**config.mk**
```make
export PLATFORM = sky130hd
export DESIGN_NAME = mul_acc_stage
export DESIGN_NICKNAME = d
export VERILOG_FILES = /design/src/rtl/mul_acc_stage.sv
export SDC_FILE = /design/constraint.sdc
export NUM_CORES = 1
export LEC_CHECK = 0
export ABC_AREA = 1
export BUFFER_PORTS_ARGS = -buffer_cell sky130_fd_sc_hd__clkbuf_2
export CAP_MARGIN = 20
export CORE_MARGIN = 3
export CORE_UTILIZATION = 40
export DETAILED_ROUTE_END_ITERATION = 12
export HOLD_SLACK_MARGIN = 0.12
export PLACE_DENSITY = 0.65
export REMOVE_ABC_BUFFERS = 1
export SLEW_MARGIN = 20
export SYNTH_ARGS = -nofsm -noshare
export SYNTH_HDL_FRONTEND = slang
export SYNTH_SLANG_ARGS = --single-unit
```
**constraint.sdc**
```tcl
create_clock -name clk -period 3.7 [get_ports clk]
set_input_delay 0.74 -clock clk [delete_from_list [all_inputs] [get_ports clk]]
set_output_delay 0.74 -clock clk [all_outputs]
set_load 0.01 [all_outputs]
```
**src/rtl/mul_acc_stage.sv**
```systemverilog
// mul_acc_stage: handshaked multiply-accumulate stage summing signed 64-bit product frames.
// Optional MUL_ACC_SATURATE_EN clamps the accumulator on signed overflow instead of wrapping.
module mul_acc_stage #(
    parameter int ACC_W = 64,
    parameter int CNT_W = 16
) (
    input  logic             clk,
    input  logic             rst,
    input  logic             in_valid,
    output logic             in_ready,
    input  logic [63:0]      product,
    input  logic             in_last,
    input  logic             acc_clear,
    output logic             out_valid,
    input  logic             out_ready,
    output logic [ACC_W-1:0] acc_out,
    output logic [CNT_W-1:0] out_count,
    output logic             overflow
);
    localparam logic [0:0] ACCUM = 1'b0;
    localparam logic [0:0] HOLD  = 1'b1;

    logic [0:0]       state_q, state_d;
    logic [ACC_W-1:0] acc_q, acc_d, res_q, res_d;
    logic [CNT_W-1:0] cnt_q, cnt_d, rcnt_q, rcnt_d;
    logic             ovf_q, ovf_d, rovf_q, rovf_d;
    logic [ACC_W-1:0] addend, sum, acc_nxt;
    logic [CNT_W-1:0] cnt_inc;
    logic             ovf_now, accept;

    assign in_ready  = (state_q == ACCUM) && !acc_clear;
    assign accept    = in_valid && in_ready;
    assign out_valid = (state_q == HOLD);
    assign acc_out   = res_q;
    assign out_count = rcnt_q;
    assign overflow  = rovf_q;

    assign addend  = ACC_W'($signed(product));
    assign sum     = acc_q + addend;
    assign ovf_now = (acc_q[ACC_W-1] == addend[ACC_W-1]) && (sum[ACC_W-1] != acc_q[ACC_W-1]);
    assign cnt_inc = &cnt_q ? cnt_q : cnt_q + CNT_W'(1);
`ifdef MUL_ACC_SATURATE_EN
    // Overflow direction always matches the addend's sign, so clamp toward it.
    assign acc_nxt = !ovf_now ? sum :
                     addend[ACC_W-1] ? {1'b1, {(ACC_W-1){1'b0}}} : {1'b0, {(ACC_W-1){1'b1}}};
`else
    assign acc_nxt = sum;
`endif

    always_comb begin
        state_d = state_q;
        acc_d   = acc_q;
        cnt_d   = cnt_q;
        ovf_d   = ovf_q;
        res_d   = res_q;
        rcnt_d  = rcnt_q;
        rovf_d  = rovf_q;
        if (state_q == ACCUM && acc_clear) begin
            acc_d = '0;
            cnt_d = '0;
            ovf_d = 1'b0;
        end else if (accept && in_last) begin
            res_d   = acc_nxt;
            rcnt_d  = cnt_inc;
            rovf_d  = ovf_q | ovf_now;
            acc_d   = '0;
            cnt_d   = '0;
            ovf_d   = 1'b0;
            state_d = HOLD;
        end else if (accept) begin
            acc_d = acc_nxt;
            cnt_d = cnt_inc;
            ovf_d = ovf_q | ovf_now;
        end else if (state_q == HOLD && out_ready) begin
            state_d = ACCUM;
        end
    end

    always_ff @(posedge clk) begin
        if (rst) begin
            state_q <= ACCUM;
            acc_q   <= '0;
            cnt_q   <= '0;
            ovf_q   <= 1'b0;
            res_q   <= '0;
            rcnt_q  <= '0;
            rovf_q  <= 1'b0;
        end else begin
            state_q <= state_d;
            acc_q   <= acc_d;
            cnt_q   <= cnt_d;
            ovf_q   <= ovf_d;
            res_q   <= res_d;
            rcnt_q  <= rcnt_d;
            rovf_q  <= rovf_d;
        end
    end
endmodule

```
==> impl_results.md, run 1 <==
- CTS buffer count: 17
- Library cells used by synthesis: 45
- Max clock buf depth: 2
- Period Utilization, post-route: 68.1%
- Clk_skew: around 0.02 ns
- Max-slew headroom: 49.8%
- Worst setup SP type: primary input
- Slowest cell on crit path: fa_1
- 1st-iter DRT viols: around 940
- Setup bufs post-CTS: 0
- Post-synth top area cell: dfxtp_1
- Hold EP: acc_out[0]
- Initial Utilization: between 40% and 50%
- R2R Path Start: acc_q[0]
- Wire length of the first global-routing pass: roughly 61 mm
- Ys Warns: 0
- Max incr delay on CP: ~0.43 ns
- TritonRoute pass-1 iters: 5
- Final Max Tran Viols: 0
- Worst-margin pin slew: around 0.75 ns
- Placer Congestion: slightly below 1
- Area of the multi-input gates: 6960 µm²
- Pin count of the biggest net entering global routing: 91
- CP Max Fanout: 4
- Crit path capture type: flip-flop
- Top-level port count: about 150
- Tot GR Track Use: between 20% and 30%
- Hold path start: acc_out[0]
- Final #Nets: 2219
- Clk root buf: clkbuf_16
- Syn Inst Count: about 2000
- Post_cts resized: 0
- Clock network latency to the later pin of the worst-skew pair: approximately 0.45 ns
- RSZ-0062 raised after global routing: false
- Final Routed Wirelength: between 30 and 40 mm
- Critical-path cell list: clkbuf_2 > ha_1 > fa_1 > nand3_1 > nand2_1 > nand2_1 > nand2_2 > nand2_1 > nand2_2 > nand2_1 > nand3_1 > nand2_1 > nand2_1 > nand2_1 > nand3_1 > nand2_1 > inv_1
- Clock sinks: between 150 and 200
- Placed cell areas: 13000 µm²
- Mapped Area: about 12000 µm²
- Synth top area share: between 20% and 30%
- Leakage: ~7.7 nW
- Async set-reset flop share out of synthesis: 0%
- P per Cell Area: 348 nW/µm²
- R2r worst-path depth: 16
- DRC Markers: 0
- Area Growth Syn to Fin: 14.3%
- CP bufs+invs: 2
- Syn Area/Cell: about 6.1 µm²
- Die area: around 32000 µm²
- Min-Delay Path Depth: 2
- Synth top area cells: dfxtp_1, nand2_1, inv_1, nor2_1, ha_1
- Vias in the first global route: approximately 11000
- Register area: around 3300 µm²
- RR Endpoint: acc_out[52]
- Routed vias: around 12000
- Hold-fix buffers, CTS: 0
- Worst EP required: about 4.0 ns
- Fin crit period: around 2.5 ns
- N_diodes: 0
- Wire length per cell: 15.6 µm
- Post-synth top flop: dfxtp_1
- Top post-synthesis cells by count: nand2_1, inv_1, nor2_1
- Die X: between 150 and 200 µm
- Number of enable flip-flop cells after synthesis: 0
- Post-DP HPWL: a little over 30 mm
- Final Cell Area: about 14000 µm²
- Cell row count: between 60 and 70
- CP delay by family, top: simple AND/OR/NAND/NOR gates
- Most frequent CP cell: nand2_1
- Clock transition at the registers of the reported paths: around 0.070 ns
- CTS tree: yes
- Layout cell share with drive strength beyond 1: a little over an eighth
- Final TNS setup: 0 ns
- Max Cap Viol: 0
- Final Hold Slack: between 0.4 and 0.5 ns
- Routed Antenna Nets: 0
- GR Overflow Total: 0
- Total power draw: approximately 4.7 mW
- Worst min-delay path class: reg -> reg
- Endpoints failing setup: 0
- Most numerous cell in the Yosys netlist: nand2_1
- Number of synthesized register bits: approximately 160
- Setup slack, reg-to-reg: 1.27 ns
- Critical setup path kind: in -> reg
- Fillers: ~3200
- H-tree depth reported by CTS: 4
- Max Clock Freq: approximately 0.4 GHz
- I/O Buffers: approximately 150
- CORE AREA: ~29000 µm²
- Final Hold Viols: 0
- Peak supply drop: about 0.00028 V
- Die Ht: 178 µm
- Worst Path Arrival: 2.86 ns
- DR vias/cell: a little under 5
- Seq/Total Area, Yosys: 27.4%
- Outcome: finished, final reports clean
- Final Core Density: a little under half
- Initial antenna violation count: 0
==> state kept, by name, indices dropped and copies added, names as in the netlist <==
name / count
cnt_q: 16
out_valid: 1
overflow: 1
acc_q: 64
acc_out: 64
out_count: 16
ovf_q: 1
==> layout by cell type, fill, tap and decap left out, types with 2 or more instances in the layout <==
cell        Yosys  layout
nand2_1       509     508
inv_1         363     362
nor2_1        216     216
dfxtp_1       163     163
clkbuf_2        0     152
nand3_1       139     139
a21oi_1       112     112
o21ai_0       105     105
ha_1           64      64
o21a_1         39      39
o21bai_1       38      38
xor2_1         31      31
nand2_2        27      28
nor2_2         25      25
clkbuf_16       0      17
inv_2          15      14
nor3_2          9       9
nor3_1          8       8
o211ai_1        6       6
buf_4           2       6
o21ai_1         4       4
xnor2_1         4       4
nand4_1         4       4
nor2_4          4       4
clkinv_2        0       3
inv_8           0       3
inv_6           0       3
a21oi_2         2       2
o32ai_1         2       2
or2_2           2       2
clkbuf_8        1       2
clkinvlp_4      0       2
bufinv_16       0       2
buf_12          0       2
==> logic make-up after synthesis <==
| kind of cell | synth area share, % |
|---|---|
| simple gates | 33.8 |
| fa+ha+maj | 6.90 |
| compound gates | 15.2 |
| xor+xnor | 2.58 |
| flops | 27.4 |
| buf+inv | 14.1 |
==> worst reg2reg max path, stage by stage, from the launching register on <==
cell     delay [ns]
dfxtp_1        0.32
ha_1           0.22
fa_1           0.43
nand3_1        0.09
nand2_1        0.11
nand2_1        0.10
nand2_2        0.10
nand2_1        0.09
nand2_2        0.07
nand2_1        0.06
nand3_1        0.19
nand2_1        0.21
nand2_1        0.07
nand2_1        0.09
nand3_1        0.09
nand2_1        0.09
inv_1          0.03
==> per-layer routing <==
metal / vias up / part of all wire, % / track usage (%)
met1: 5447 / 51 / 37.0
met5: - / 0 / 0
met2: 304 / 41 / 36.9
met3: 29 / 5.6 / 3.68
met4: 0 / 1.5 / 5.65
li1: 6319 / - / -
==> where the power goes <==
group | switching, mW | internal, mW | leakage (nW)
clock network | 0.871 | 1.06 | 0.299
logic | 0.611 | 0.307 | 6.04
registers | 0.0457 | 1.83 | 1.33
==> worst max-delay path by stage <==
stage	start	end	slack, ns	cells past startpoint
final	product[0]	acc_out[52]	1.18	17
after detailed placement	product[0]	acc_out[58]	0.71	17
after CTS	product[0]	acc_out[58]	1.18	17
after global routing	product[0]	acc_out[52]	0.96	17
after global placement	product[0]	acc_out[52]	0.73	17
after floorplan	acc_clear	cnt_q[10]	-1.25	8
==> metrics by stage <==
| stage | instances | setup slack [ns] |
|---|---|---|
| 6_report | 2481 | 1.18 |
| 5_1_grt | 2481 | 0.961 |
| 4_1_cts | 2481 | 1.18 |
| 3_5_place_dp | 2449 | 0.715 |
| 3_3_place_gp | 2449 | 0.725 |
| 2_1_floorplan | 1905 | -1.25 |
==> layout make-up <==
| class | instances | area share, % |
|---|---|---|
| Sequential cell | 163 | 24.0 |
| Tap cell | 384 | 3.54 |
| Clock inverter | 13 | 1.22 |
| Multi-Input combinational cell | 1363 | 51.2 |
| Clock buffer | 19 | 3.33 |
| Timing Repair Buffer | 160 | 6.22 |
| Inverter | 379 | 10.5 |
No activity file was read; power rests on OpenSTA's default activity.
==> inputs of run 2 (changes only) <==
- clock period: 3.7 -> 2.49 ns (I/O delays scaled with it)
==> run 2 against run 1 <==
Net effect:
- die area is the same
- register-to-register slack lost 1.1 ns
- first-iteration DRC count shrank 4.6%
- hold slack lost 0.20 ns
==> impl_results.md, run 2 (synthesis gave the netlist of run 1 again) <==
- Layout cell share with drive strength beyond 1: 18.9% (+5.4 points)
- DR vias/cell: 4.82 (-1.2%)
- Final #Nets: 2350 (+5.9%)
- Clk root buf: clkbuf_16
- Min-Delay Path Depth: 2 (unchanged)
- CP Max Fanout: 4 (unchanged)
- Cell row count: 62 (unchanged)
- Most frequent cells in the layout: nand2_1, inv_1, nor2_1
- Total power draw: 7.03 mW (+49%)
- Routed vias: 12587 (+4.0%)
- Post-DP HPWL: 31.3 mm (+2.7%)
- Fin crit period: 2.36 ns
- CORE AREA: 29000 µm² (unchanged)
- Routed Antenna Nets: 0 (unchanged)
- CTS buffer count: 17 (unchanged)
- Critical setup path kind: reg -> reg
- Initial antenna violation count: 0 (unchanged)
- Max Clock Freq: between 0.4 and 0.5 GHz
- Max Cap Viol: 0 (unchanged)
- GR Overflow Total: 0 (unchanged)
- Hold-fix buffers, CTS: 0 (unchanged)
- Area of the multi-input gates: 6980 µm² (+0.40%)
- Die X: 178 µm (unchanged)
- Setup bufs post-CTS: 0 (unchanged)
- CTS tree: yes
- Final Routed Wirelength: 39.0 mm (+0.94%)
- Clk_skew: 0.0157 ns (-0.00402 ns)
- Vias in the first global route: 11649 (+2.6%)
- Initial Utilization: 41.0% (unchanged)
- Clock network latency to the later pin of the worst-skew pair: 0.47 ns (+0.02 ns)
- R2r worst-path depth: 14 (-2)
- 1st-iter DRT viols: 896 (-4.6%)
- N_diodes: 0 (unchanged)
- Most common cell after layout, fill and taps aside: nand2_1
- Die area: 31800 µm² (unchanged)
- H-tree depth reported by CTS: 4 (unchanged)
- Placer Congestion: 0.994 (+1.3%)
- Outcome: finished, final reports clean
- Worst EP required: 2.85 ns (-1.19 ns)
- Period Utilization, post-route: between 90% and 100%
- Final Cell Area: 14600 µm² (+7.6%)
- Endpoints failing setup: 0 (unchanged)
- Top-level port count: 153 (unchanged)
- Slowest cell on crit path: ha_2
- RR Endpoint: acc_q[58]
- Area Growth Syn to Fin: 23.0%
- Critical-path cell list: ha_2 > nand2_1 > inv_1 > nand2_1 > nand2_1 > o21bai_1 > nand2_1 > nand2_1 > a21oi_1 > buf_4 > nand3_1 > nand3_1 > nand2_1 > inv_1
- Hold EP: out_valid
- RSZ-0062 raised after global routing: false
- Worst-margin pin slew: 0.659 ns (-0.0934 ns)
- Die Ht: 178 µm (unchanged)
- Wire length of the first global-routing pass: 61.2 mm (-0.10%)
- Clock transition at the registers of the reported paths: 0.08 ns (about the same)
- Crit path capture type: flip-flop
- Clock sinks: 163 (unchanged)
- Pin count of the biggest net entering global routing: 124 (+36%)
- Placed cells: 2580 (+5.3%)
- I/O Buffers: 152 (unchanged)
- Most frequent CP cell: nand2_1
- Peak supply drop: 0.000553 V (+94%)
- Register area: 3260 µm² (unchanged)
- Max incr delay on CP: 0.41 ns (-0.02 ns)
- P per Cell Area: 481 nW/µm² (+38%)
- Wire length per cell: 14.9 µm (-4.1%)
- Worst Path Arrival: 2.72 ns (-0.14 ns)
- Final Max Tran Viols: 0 (unchanged)
- Fillers: 3092 (-2.4%)
- DRC Markers: 0 (unchanged)
- Setup slack, reg-to-reg: 0.13 ns (-1.14 ns)
- Post_cts resized: 0 (unchanged)
- Max-slew headroom: 56.0% (+6.2 points)
- Worst setup SP type: flip-flop
- Placed cell areas: 14000 µm² (+7.9%)
- Tot GR Track Use: 24.5% (-0.096 points)
- CP delay by family, top: simple AND/OR/NAND/NOR gates
- CP bufs+invs: 3 (+1)
- Hold path start: rst
- R2R Path Start: acc_q[32]
- Final TNS setup: 0 ns (unchanged)
- Max clock buf depth: 2 (unchanged)
- Non-Filler Instances: 2612 (+5.3%)
- Leakage: 8.30 nW (+8.3%)
- TritonRoute pass-1 iters: 6 (+1)
- Worst min-delay path class: in -> reg
- Final Hold Viols: 0 (unchanged)
run 2: cell count changes in the layout (fill, tap and decap cells not counted), sizes merged:
| cell | before | now |
|---|---|---|
| clkbuf | 171 | 169 |
| buf | 8 | 139 |
| inv | 382 | 384 |
| bufinv | 2 | 0 |
| clkinv | 6 | 8 |
run 2: per-layer routing:
metal,global-route usage [%],share of wire (%),vias up
met2,36.9,41,297
met3,4.70,5.7,33
li1,-,-,6590
met5,0,0,-
met4,5.16,1.1,0
met1,36.3,52,5667
run 2: where the power goes:
part	switching, mW	internal, mW
Clock	1.33	1.36
Sequential	0.0665	2.72
Combinational	0.945	0.608
Total	2.34	4.69
run 2: area by class of cell:
type | count | area share [%]
Clock buffer | 17 | 2.91
Multi-Input combinational cell | 1363 | 47.8
Clock inverter | 15 | 1.22
Inverter | 379 | 9.75
Timing Repair Buffer | 291 | 12.8
Tap cell | 384 | 3.29
Sequential cell | 163 | 22.3
run 2: worst max path at each step:
| stage | startpoint | to | cells past startpoint |
|---|---|---|---|
| finish | acc_q[32] | acc_q[58] | 14 |
| global route | acc_q[0] | acc_out[52] | 16 |
| CTS | acc_q[22] | acc_q[45] | 14 |
| detailed placement | product[22] | acc_out[53] | 15 |
| global placement | product[22] | acc_out[45] | 15 |
| floorplan | acc_clear | cnt_q[10] | 8 |
run 2: per-stage QoR:
| stage | setup WS [ns] | hold slack, ns | utilization [%] |
|---|---|---|---|
| 6_report | 0.130 | 0.270 | 50.4 |
| 5_1_grt | 0.000104 | 0.256 | 50.4 |
| 4_1_cts | 0.0887 | 0.254 | 50.3 |
| 3_5_place_dp | -0.191 | 0.459 | 48.2 |
| 3_3_place_gp | -0.255 | 0.454 | 48.2 |
| 2_1_floorplan | -2.22 | 0.445 | - |
==> inputs of run 3 (changes only) <==
- SETUP_SLACK_MARGIN: not set -> 0.3
==> run 3 against run 2 <==
Net effect:
- register-to-register slack gained 0.24 ns
- cell area grew 11%
- highest routed layer unchanged
- flip-flop and latch count is the same
- first-iteration DRC count shrank 7.4%
- core utilization grew 5.6 points
- sequential share of layout area shrank 2.1 points
- combinational power grew 17%
- sequential power is essentially flat
- non-clock buffer count grew 15
- critical path depth shrank 1
- routed wire length grew 4.7%
- critical endpoint is now acc_q[62]
- final cell count grew 0.57%
==> impl_results.md, run 3 (synthesis gave the netlist of run 1 again) <==
- Crit path capture type: flip-flop
- Placed cell areas: 14000 µm² (unchanged)
- H-tree depth reported by CTS: 4 (unchanged)
- Wire length of the first global-routing pass: 61.5 mm (+0.60%)
- I/O Buffers: 152 (unchanged)
- Clk_skew: 0.0203 ns (+0.00458 ns)
- Total power draw: 7.32 mW (+4.1%)
- Peak supply drop: 0.000557 V (+0.73%)
- Slowest cell on crit path: dfxtp_2
- Die area: 31800 µm² (unchanged)
- Post-DP HPWL: 31.3 mm (unchanged)
- Max-slew headroom: 62.7% (+6.7 points)
- RSZ-0062 raised after global routing: true
- Fillers: 2908 (-6.0%)
- Fin crit period: 2.12 ns (-0.243 ns)
- Worst EP required: 2.85 ns (about the same)
- Most frequent CP cell: nand2_1
- Period Utilization, post-route: 85.1% (-9.7 points)
- Worst-margin pin slew: 0.559 ns (-0.101 ns)
- CP Max Fanout: 4 (unchanged)
- Final Core Density: 56.0% (+5.6 points)
- Vias in the first global route: 11734 (+0.73%)
- Clk root buf: clkbuf_16
- Max Cap Viol: 0 (unchanged)
- Final Hold Viols: 0 (unchanged)
- Endpoints failing setup: 0 (unchanged)
- Clock transition at the registers of the reported paths: 0.08 ns (about the same)
- Die X: 178 µm (unchanged)
- CTS tree: yes
- N_diodes: 0 (unchanged)
- Worst setup SP type: flip-flop
- Placer Congestion: 0.994 (unchanged)
- Critical setup path kind: reg -> reg
- Final TNS setup: 0 ns (unchanged)
- Tot GR Track Use: 24.6% (+0.10 points)
- Layout cell share with drive strength beyond 1: 31.4% (+12 points)
- Routed Antenna Nets: 0 (unchanged)
- CTS buffer count: 17 (unchanged)
- CORE AREA: 29000 µm² (unchanged)
- Worst min-delay path class: in -> reg
- Final Routed Wirelength: 40.8 mm (+4.7%)
- Cell row count: 62 (unchanged)
- Max clock buf depth: 2 (unchanged)
- Most frequent cells in the layout: nand2_1, inv_1, nor2_1
- Max Clock Freq: 0.472 GHz (+11%)
- GR Overflow Total: 0 (unchanged)
- Die Ht: 178 µm (unchanged)
- Wire length per cell: 15.5 µm (+4.1%)
- CP bufs+invs: 3 (unchanged)
- Max incr delay on CP: 0.34 ns (-0.07 ns)
- 1st-iter DRT viols: 830 (-7.4%)
- Placed cells: 2580 (unchanged)
- Worst Path Arrival: 2.48 ns (-0.24 ns)
- Final #Nets: 2365 (+0.64%)
- Initial antenna violation count: 0 (unchanged)
- DR vias/cell: 4.92 (+2.0%)
- P per Cell Area: 450 nW/µm² (-6.3%)
- Hold-fix buffers, CTS: 0 (unchanged)
- Area Growth Syn to Fin: 36.6%
- TritonRoute pass-1 iters: 5 (-1)
- Initial Utilization: 41.0% (unchanged)
- Clock sinks: 163 (unchanged)
- DRC Markers: 0 (unchanged)
- Final Max Tran Viols: 0 (unchanged)
- Pin count of the biggest net entering global routing: 124 (unchanged)
- Outcome: finished, final reports clean
- Critical-path cell list: ha_4 > nand2_1 > inv_1 > nand2_2 > buf_4 > nor2_2 > nand2_1 > nor3_2 > nand2_1 > nand3_1 > nand3_1 > nand2_1 > inv_1
- Final Cell Area: 16200 µm² (+11%)
- Clock network latency to the later pin of the worst-skew pair: 0.47 ns (about the same)
- Most common cell after layout, fill and taps aside: nand2_1
- Non-Filler Instances: 2627 (+0.57%)
- CP delay by family, top: simple AND/OR/NAND/NOR gates
- Routed vias: 12912 (+2.6%)
- Top-level port count: 153 (unchanged)
- Leakage: 8.68 nW (+4.5%)
[run 3: stage by stage]
| step | hold slack, ns | setup WS, ns |
|---|---|---|
| final | 0.274 | 0.372 |
| after floorplan | 0.445 | -2.22 |
| after global routing | 0.262 | 0.204 |
| after detailed placement | 0.459 | -0.191 |
| after CTS | 0.254 | 0.253 |
| after global placement | 0.454 | -0.255 |
[run 3: repair_timing]
action / 4_1_cts / 5_1_grt
setup endpoints to repair: 73 / 90
pin swaps: 14 / 61
gates resized for setup: 52 / 304
setup buffers: 2 / 13
[run 3: power by group]
group | switching, mW | total [mW] | internal [mW] | leakage (nW)
sequential | 0.0785 | 2.80 | 2.73 | 1.34
combinational | 1.07 | 1.82 | 0.750 | 7.05
clock | 1.33 | 2.69 | 1.36 | 0.286
total | 2.48 | 7.32 | 4.83 | 8.68
[run 3: metal layers]
layer  vias to the layer above  part of all wire [%]  GRT usage, %
met1                      5956                    49          36.5
met3                        30                   6.2          4.21
met4                         0                   1.1          5.78
met2                       316                    43          37.1
met5                         -                     0             0
li1                       6610                     -             -
[run 3: area by class of cell]
cell class                 instances  area, µm²  area share, %
clock buffer                      17        425           2.62
clock inverter                    15        179           1.10
inverter                         379       1430           8.79
multi-input combinational       1363       8450           52.0
sequential                       163       3290           20.2
tap                              384        480           2.96
timing repair buffer             306       1990           12.3
[run 3: final timing paths]
| kind | from | end | slack (ns) | depth (start not counted) |
|---|---|---|---|---|
| hold reg to reg | acc_out[0] | acc_out[0] | 0.47 | 2 |
| setup / recovery | acc_q[31] | acc_q[62] | 0.37 | 13 |
| setup reg to reg | acc_q[31] | acc_q[62] | 0.37 | 13 |
| hold / removal | rst | acc_out[0] | 0.27 | 2 |
